`src/rtl/fb_mem_arbiter.sv`:
```
// fb_mem_arbiter
//   Two-master Avalon-MM arbiter for the shared frame-buffer slave.
//   Master 0 is the VGA pixel fetcher (priority), master 1 is the HPS
//   drawing path. Pipelined reads with variable latency are supported; a
//   1-bit owner tag per outstanding read routes each readdatavalid back to
//   the master that issued it.
//
//   Optional feature macro: FB_ARB_STARVE_GUARD_EN
//     defined   : master 1 is forced one grant after STARVE_LIMIT
//                 consecutive denied request cycles.
//     undefined : strict master-0 priority.
//
// Ports
//   clk, reset                      clock, synchronous active-high reset
//   m0_* / m1_*                     master command/response ports
//   s_*                             slave command/response port
//   err_rdv                         sticky: readdatavalid with no read pending
module fb_mem_arbiter #(
  parameter int ADDR_W       = 32,
  parameter int DATA_W       = 32,
  parameter int MAX_PEND     = 8,
  parameter int STARVE_LIMIT = 16
) (
  input  logic                clk,
  input  logic                reset,
  input  logic [ADDR_W-1:0]   m0_address,
  input  logic                m0_read,
  input  logic                m0_write,
  input  logic [DATA_W-1:0]   m0_writedata,
  input  logic [DATA_W/8-1:0] m0_byteenable,
  output logic                m0_waitrequest,
  output logic [DATA_W-1:0]   m0_readdata,
  output logic                m0_readdatavalid,
  input  logic [ADDR_W-1:0]   m1_address,
  input  logic                m1_read,
  input  logic                m1_write,
  input  logic [DATA_W-1:0]   m1_writedata,
  input  logic [DATA_W/8-1:0] m1_byteenable,
  output logic                m1_waitrequest,
  output logic [DATA_W-1:0]   m1_readdata,
  output logic                m1_readdatavalid,
  output logic [ADDR_W-1:0]   s_address,
  output logic                s_read,
  output logic                s_write,
  output logic [DATA_W-1:0]   s_writedata,
  output logic [DATA_W/8-1:0] s_byteenable,
  input  logic                s_waitrequest,
  input  logic [DATA_W-1:0]   s_readdata,
  input  logic                s_readdatavalid,
  output logic                err_rdv
);

  localparam int PW = (MAX_PEND > 1) ? $clog2(MAX_PEND) : 1;
  localparam int CW = PW + 1;

  logic w_m0_req, w_m1_req;
  logic w_g;
  logic w_force;
  logic w_sel_read, w_sel_write;
  logic w_rd_block;
  logic w_acc, w_push, w_pop;
  logic w_empty, w_full, w_head;

  logic                r_lock;
  logic                r_lock_g;
  logic                r_err;
  logic [MAX_PEND-1:0] r_tag;
  logic [PW-1:0]       r_wr_ptr;
  logic [PW-1:0]       r_rd_ptr;
  logic [CW-1:0]       r_count;

  assign w_m0_req = m0_read | m0_write;
  assign w_m1_req = m1_read | m1_write;

  assign w_empty = (r_count == '0);
  assign w_full  = (r_count == CW'(MAX_PEND));
  assign w_head  = r_tag[r_rd_ptr];

  // A full tag FIFO blocks reads, except when a response pops an entry in
  // the same cycle: push and pop together keep the count at MAX_PEND.
  assign w_rd_block = w_full & ~s_readdatavalid;

`ifdef FB_ARB_STARVE_GUARD_EN
  localparam int SW = $clog2(STARVE_LIMIT + 1);
  logic [SW-1:0] r_starve;

  assign w_force = w_m1_req & (r_starve == SW'(STARVE_LIMIT));

  // Saturates at the limit; a locked master-0 transfer simply defers the
  // forced grant until the arbiter unlocks.
  always_ff @(posedge clk) begin
    if (reset) begin
      r_starve <= '0;
    end else if (~w_m1_req | (w_acc & w_g)) begin
      r_starve <= '0;
    end else if (~w_force) begin
      r_starve <= r_starve + SW'(1);
    end
  end
`else
  assign w_force = 1'b0;
`endif

  // Grant: frozen while a stalled command is on the slave. Unlocked, a
  // master-0 read that the full FIFO would block does not hold the grant,
  // so a master-1 write can pass it.
  always_comb begin
    if (r_lock) begin
      w_g = r_lock_g;
    end else if (w_force) begin
      w_g = 1'b1;
    end else if (m0_write | (m0_read & ~w_rd_block)) begin
      w_g = 1'b0;
    end else begin
      w_g = w_m1_req;
    end
  end

  assign w_sel_read  = w_g ? m1_read  : m0_read;
  assign w_sel_write = w_g ? m1_write : m0_write;

  assign s_read       = ~reset & w_sel_read & ~w_rd_block;
  assign s_write      = ~reset & w_sel_write;
  assign s_address    = w_g ? m1_address    : m0_address;
  assign s_writedata  = w_g ? m1_writedata  : m0_writedata;
  assign s_byteenable = w_g ? m1_byteenable : m0_byteenable;

  assign w_acc  = (s_read | s_write) & ~s_waitrequest;
  assign w_push = w_acc & s_read;
  // A response with an empty FIFO only pops if a tag is pushed alongside,
  // keeping the count unchanged in that cycle.
  assign w_pop  = s_readdatavalid & (~w_empty | w_push);

  assign m0_waitrequest = ~(w_acc & ~w_g);
  assign m1_waitrequest = ~(w_acc &  w_g);

  assign m0_readdata      = s_readdata;
  assign m1_readdata      = s_readdata;
  assign m0_readdatavalid = ~reset & s_readdatavalid & ~w_empty & ~w_head;
  assign m1_readdatavalid = ~reset & s_readdatavalid & ~w_empty &  w_head;

  assign err_rdv = r_err;

  always_ff @(posedge clk) begin
    if (reset) begin
      r_lock   <= 1'b0;
      r_lock_g <= 1'b0;
    end else begin
      r_lock   <= (s_read | s_write) & s_waitrequest;
      r_lock_g <= w_g;
    end
  end

  always_ff @(posedge clk) begin
    if (reset) begin
      r_wr_ptr <= '0;
      r_rd_ptr <= '0;
      r_count  <= '0;
    end else begin
      if (w_push) begin
        r_tag[r_wr_ptr] <= w_g;
        r_wr_ptr        <= r_wr_ptr + PW'(1);
      end
      if (w_pop) begin
        r_rd_ptr <= r_rd_ptr + PW'(1);
      end
      if (w_push & ~w_pop) begin
        r_count <= r_count + CW'(1);
      end else if (~w_push & w_pop) begin
        r_count <= r_count - CW'(1);
      end
    end
  end

  always_ff @(posedge clk) begin
    if (reset) begin
      r_err <= 1'b0;
    end else if (s_readdatavalid & w_empty & ~w_push) begin
      r_err <= 1'b1;
    end
  end

endmodule

```
`config.mk`:
```
export PLATFORM = sky130hd
export DESIGN_NAME = fb_mem_arbiter
export DESIGN_NICKNAME = d
export VERILOG_FILES = /design/src/rtl/fb_mem_arbiter.sv
export SDC_FILE = /design/constraint.sdc
export NUM_CORES = 1
export LEC_CHECK = 0
export ABC_AREA = 1
export CORE_AREA = 2 2 123 125
export DETAILED_ROUTE_END_ITERATION = 6
export DIE_AREA = 0 0 125 127
export SYNTH_ARGS = -nofsm -noshare
export SYNTH_HDL_FRONTEND = slang
export SYNTH_SLANG_ARGS = --single-unit
```
`constraint.sdc`:
```
create_clock -name clk -period 6.35 [get_ports clk]
set_clock_uncertainty 0.05 [all_clocks]
set_input_delay 1.27 -clock clk [delete_from_list [all_inputs] [get_ports clk]]
set_output_delay 1.27 -clock clk [all_outputs]
set_load 0.03 [all_outputs]
```
==> Word-level counts from Yosys, hierarchy flattened <==
Index checks and enable logic that the tools add are counted.
{ "classes": {"add_sub_neg": 4, "n_lt_le_gt_ge": 3, "n_eq_ne": 1, "muxes": 14, "bitwise": 34, "reduce_logical": 4} }
{ "ops": {"columns": ["operator", "count"], "rows": [
  ["$mux W32", 2],
  ["$and A1 B1 Y1", 19],
  ["$mux W4", 3],
  ["$not A1 Y1", 11],
  ["$bwmux W8", 1],
  ["$lt A3 B4 Y1 const B", 2],
  ["$add A3 B1 Y3 const B", 2],
  ["$mux W1", 6],
  ["$add A4 B1 Y4 const B", 1],
  ["$eq A4 B4 Y1 const B", 1],
  ["$logic_not A4 Y1", 1],
  ["$or A1 B1 Y1", 4],
  ["$sub A4 B1 Y4 const B", 1],
  ["$bmux W1 S3", 1],
  ["$demux W1 S3", 1],
  ["$ge A3 B1 Y1 const B", 1],
  ["$reduce_and A2 Y1", 1],
  ["$reduce_bool A2 Y1", 1],
  ["$logic_and A1 B1 Y1", 1]
]} }
{ "totals": {"ff_bits": 21, "inputBits": 176} }

==> Logic depth before layout (Yosys ltp) <==
{ "logic_depth": {"depth_word": 18, "depth_mapped": 18} }

==> Worst setup path before layout <==
No wires, ideal clock.
{ "synth_timing": {"path_type": "input -> output", "startpoint": "in m0_write", "endpoint": "out m0_waitrequest", "arrival_time_ps": 2356, "setup_slack_ps": 2674, "cell_stages": 10, "path_buffers": 1, "path_cell_list": "nor3_1 > nand2_2 > nand2_2 > buf_4 > nand2_1 > o211ai_1 > o21ai_0 > inv_1 > nor2_1 > nand2_1"} }
{ "synth_between": {"elab_chain_cells": 10, "word_cells_on_any_way": 13, "cone_classes": "4 x mux; 9 x bitwise"} }
{ "synth_rtl": {"columns": ["item", "line_no", "source"], "rows": [
  ["start, declared", "28", "input logic m0_write,"],
  ["$or A1 B1 Y1", "112", "end else if (m0_write | (m0_read & ~w_rd_block)) begin"],
  ["$mux W1", "112", null],
  ["$mux W1", "108", "if (r_lock) begin"],
  ["$mux W1", "119", "assign w_sel_read = w_g ? m1_read : m0_read;"],
  ["$and A1 B1 Y1 (2 in a row)", "122", "assign s_read = ~reset & w_sel_read & ~w_rd_block;"],
  ["$or A1 B1 Y1", "128", "assign w_acc = (s_read | s_write) & ~s_waitrequest;"],
  ["$and A1 B1 Y1", "128", null],
  ["$and A1 B1 Y1 *", "134", "assign m0_waitrequest = ~(w_acc & ~w_g);"],
  ["$not A1 Y1 *", "134", null],
  ["end, declared", "31", "output logic m0_waitrequest,"]
]} }
Every way passes the cells marked *; elsewhere a longest branch is shown, timed or not.

==> Worst setup path after layout <==
{ "layout_timing": {"startpoint": "in s_readdatavalid", "endpoint": "out s_writedata[5]"} }
{ "layout_between": {"elab_chain_cells": 8} }
{ "layout_rtl": {"columns": ["item", "line_no", "source"], "rows": [
  ["start, declared", "49", "input logic s_readdatavalid,"],
  ["$not A1 Y1", "81", "assign w_rd_block = w_full & ~s_readdatavalid;"],
  ["$and A1 B1 Y1", "81", null],
  ["$not A1 Y1", "112", null],
  ["$and A1 B1 Y1", "112", null],
  ["$or A1 B1 Y1", "112", null],
  ["$mux W1", "112", null],
  ["$mux W1", "108", null],
  ["$mux W32", "125", "assign s_writedata = w_g ? m1_writedata : m0_writedata;"],
  ["end, declared", "45", "output logic [DATA_W-1:0] s_writedata,"]
]} }
No other way between the ends.

==> impl_table.tex <==
\begin{tabular}{lr}
\hline
Metric & Value \\
\hline
\multicolumn{2}{l}{\textbf{Clock tree}} \\
\quad Clock Sinks & 21 \\
\quad Clock tree from TritonCTS & yes \\
\quad Clock transition at the register clock pins on the worst setup and hold paths after CTS & 0.06 ns \\
\quad \# Post-CTS Setup Buffers & 0 \\
\quad Clock latency of the later-clocked register in the worst-skew pair & 0.25 ns \\
\quad Number of buffers created by CTS & 3 \\
\quad \# resized after CTS & 0 \\
\quad Cell at the root of the clock tree & clkbuf\_16 \\
\quad Max Root-Sink Buffers & 2 \\
\quad Max H-tree Level & 1 \\
\quad Quantity of hold-fixing buffers added after cts & 0 \\
\multicolumn{2}{l}{\textbf{Layout}} \\
\quad Leading cell types in the layout, fill and taps excluded & nand2\_1, clkdlybuf4s50\_1, buf\_4, nor2\_1, buf\_12 \\
\quad Ant. Diodes & 0 \\
\quad Most common cell after layout, fill and taps aside & nand2\_1 \\
\quad Layout cell share with drive strength beyond 1 & 0.151 \\
\quad Syn-to-layout area delta & 82.7\% \\
\quad Number of nets in the final layout & 763 \\
\multicolumn{2}{l}{\textbf{Floorplanning}} \\
\quad Count of pins on the block boundary & 315 \\
\quad Die extent in y & 127 um \\
\quad Floorplan Core Area & 14,400 um2 \\
\quad Site row count & 44 \\
\quad Floorplan die width & 125 um \\
\quad Die area & 15,900 um2 \\
\quad Initial core utilization & 0.173 \\
\multicolumn{2}{l}{\textbf{Synth}} \\
\quad Most instantiated flip-flop cell in the synthesis netlist & dfxtp\_1 \\
\quad Top area cells in the synthesized netlist & nand2\_1, buf\_4, dfxtp\_1 \\
\quad Net Count, Synth & 616 \\
\quad Fraction of post-synthesis cell area in the top cell type by area & 0.348 \\
\quad Warnings, synthesis & 0 \\
\quad Mean area per synthesized cell & 5.72 um2 \\
\quad EDFF count, synth & 8 \\
\quad Mapped Cells & 435 \\
\quad Cell area after synthesis & 2490 um2 \\
\quad Portion of the post-synthesis area used by sequential elements & 0.201 \\
\quad Library cell with the largest summed area after synthesis & nand2\_1 \\
\quad Total of flip-flops plus latches after synthesis & 21 \\
\quad Share of flip-flops with an asynchronous set or reset after synthesis & 0 \\
\quad Number of library cell types mapped by synthesis & 27 \\
\multicolumn{2}{l}{\textbf{Timing}} \\
\quad Fraction of the cycle the final worst path needs & 0.772 \\
\quad Fmax & 204 MHz \\
\quad Worst setup slack after layout & 1.45 ns \\
\quad Max\_slew headroom & 0.614 \\
\quad Slew at the pin closest to its max-slew limit & 0.578 ns \\
\quad Setup violators final & 0 \\
\quad Final-layout setup total negative slack & 0 ns \\
\quad Pins Over Slew Limit & 0 \\
\quad Number of hold-slack violations in the final timing report & 0 \\
\quad Minimum period implied by the final worst setup slack & 4.90 ns \\
\quad Unrepaired setup endpoints after global routing & false \\
\multicolumn{2}{l}{\textbf{Power}} \\
\quad VDD IR-drop max & 0.000219 V \\
\quad Leakage power & 0.00219 uW \\
\quad Power density over cell area & 195 nW/um2 \\
\multicolumn{2}{l}{\textbf{Route}} \\
\quad DRC & 0 \\
\quad Via-per-instance ratio & 3.94 \\
\quad Antenna Violating Nets Remaining & 0 \\
\quad Wire length per cell after detailed routing & 14.3 um \\
\quad Total number of vias & 3,014 \\
\quad Number of iterations in the first detailed-routing pass & 4 \\
\quad Number of DRC markers after the initial detailed-route iteration & 142 \\
\quad Post-detailed-routing wire length & 10,900 um \\
\multicolumn{2}{l}{\textbf{Global route}} \\
\quad Antenna violations before repair & 0 \\
\quad Global routing usage summed across all routing layers & 0.127 \\
\quad Remaining global-route overflow & 0 \\
\quad Pin count of the biggest net entering global routing & 44 \\
\quad Wire length of the first global-routing pass & 16,200 um \\
\quad Vias in the first global route & 2,825 \\
\multicolumn{2}{l}{\textbf{Critical path}} \\
\quad Reg-to-Reg End & r\_count[3] \\
\quad Crit path arrival time & 3.58 ns \\
\quad Crit Path Category & input port to primary output \\
\quad Crit. End Element & primary output \\
\quad Reg2reg setup slack & 3.98 ns \\
\quad Type of element launching the critical path & input port \\
\quad Critical R2R Launch & r\_count[0] \\
\quad CP max FO & 41 \\
\quad Number of cells on the worst reg-to-reg path & 12 \\
\quad Required time at the worst-slack endpoint & 5.03 ns \\
\multicolumn{2}{l}{\textbf{Worst hold path}} \\
\quad Path class of the lowest-slack min-delay path & register to register \\
\quad Min-Delay Endpoint & r\_wr\_ptr[0] \\
\quad Count of cells along the worst hold path & 2 \\
\quad Hold path startpoint & r\_wr\_ptr[0] \\
\multicolumn{2}{l}{\textbf{Placement}} \\
\quad Routability congestion estimate & 0.794 \\
\quad Post-place setup slack & 1.41 ns \\
\quad Final HPWL from detailed placement & 8810 um \\
\quad IO buf count & 218 \\
\multicolumn{2}{l}{\textbf{Run status}} \\
\quad Status & finished clean \\
\multicolumn{2}{l}{\textbf{Job}} \\
\quad Count of maximum capacitance violations & 0 \\
\hline
\end{tabular}
layout make-up:
type | instances | area, um2
Timing Repair Buffer | 221 | 2310
Fill cell | 1544 | 9870
Inverter | 24 | 92.6
Clock buffer | 3 | 75.1
Clock inverter | 1 | 5.00
Multi-Input combinational cell | 311 | 1340
Sequential cell | 21 | 500
Tap cell | 184 | 230
worst max path at each step:
stage	end	cells after the start	slack [ns]	startpoint
2_1_floorplan	m0_waitrequest	10	2.67	m0_write
3_3_place_gp	s_writedata[5]	11	1.41	s_readdatavalid
3_5_place_dp	s_writedata[5]	11	1.41	s_readdatavalid
4_1_cts	s_writedata[5]	11	1.40	s_readdatavalid
5_1_grt	s_address[29]	11	1.18	s_readdatavalid
6_report	s_writedata[5]	11	1.45	s_readdatavalid
registers in the layout, indices dropped and copies added, names as in the netlist:
register  count
r_wr_ptr      3
err_rdv       1
r_count       4
r_tag         8
r_rd_ptr      3
r_lock        1
r_lock_g      1
critical path, stage by stage:
cell	delay (ns)
clkdlybuf4s50_1	0.59
nor2_2	0.07
nand3_1	0.07
nand2_1	0.06
nand2_2	0.07
nand2_2	0.11
inv_2	0.45
buf_4	0.49
nand2_1	0.12
nand2_1	0.11
buf_4	0.16
report_power, final:
part / internal, uW / switching [uW]
Clock: 84.5 / 47.1
Combinational: 263 / 312
Sequential: 160 / 20.0
Total: 508 / 379
Yosys cell counts (2+ instances only):
master / count
o21ai_0: 8
buf_2: 14
o32ai_1: 2
inv_1: 20
a21oi_1: 8
nand2_4: 3
clkinv_1: 2
ha_1: 4
a31oi_1: 2
nor2_2: 2
buf_4: 65
nand3_1: 6
nand2_1: 231
dfxtp_1: 13
nor2_1: 34
edfxtp_1: 8
nand2_2: 3
routing by layer:
| metal | vias up | track usage | share of wire |
|---|---|---|---|
| met2 | 183 | 0.199 | 0.44 |
| met5 | - | 0 | 0 |
| met1 | 1264 | 0.165 | 0.44 |
| li1 | 1556 | - | - |
| met4 | 0 | 0.0261 | 0.014 |
| met3 | 11 | 0.0519 | 0.11 |
cell families (layout without fill, tap and decap cells):
kind of cell | Yosys count | count (layout) | share of synthesized area
AO/OA/AOI/OAI | 21 | 21 | 0.0472
XOR/XNOR | 2 | 2 | 0.00704
adder cells (fa/ha/maj) | 5 | 5 | 0.0281
buffers and inverters | 103 | 249 | 0.261
flip-flops | 21 | 21 | 0.201
AND/OR/NAND/NOR | 283 | 283 | 0.455
through the flow:
| stage | instances | total power, uW | utilization | instance area [um2] | hold WS [ns] |
|---|---|---|---|---|---|
| after floorplan | 435 | 559 | - | 2490 | 0.407 |
| after global placement | 761 | 758 | 0.310 | 4470 | 0.427 |
| after detailed placement | 761 | 760 | 0.310 | 4470 | 0.431 |
| after CTS | 765 | 895 | 0.315 | 4550 | 0.441 |
| after global routing | 765 | 948 | 0.315 | 4550 | 0.477 |
| final | 765 | 887 | 0.315 | 4550 | 0.436 |
No activity file was read; power rests on OpenSTA's default activity.
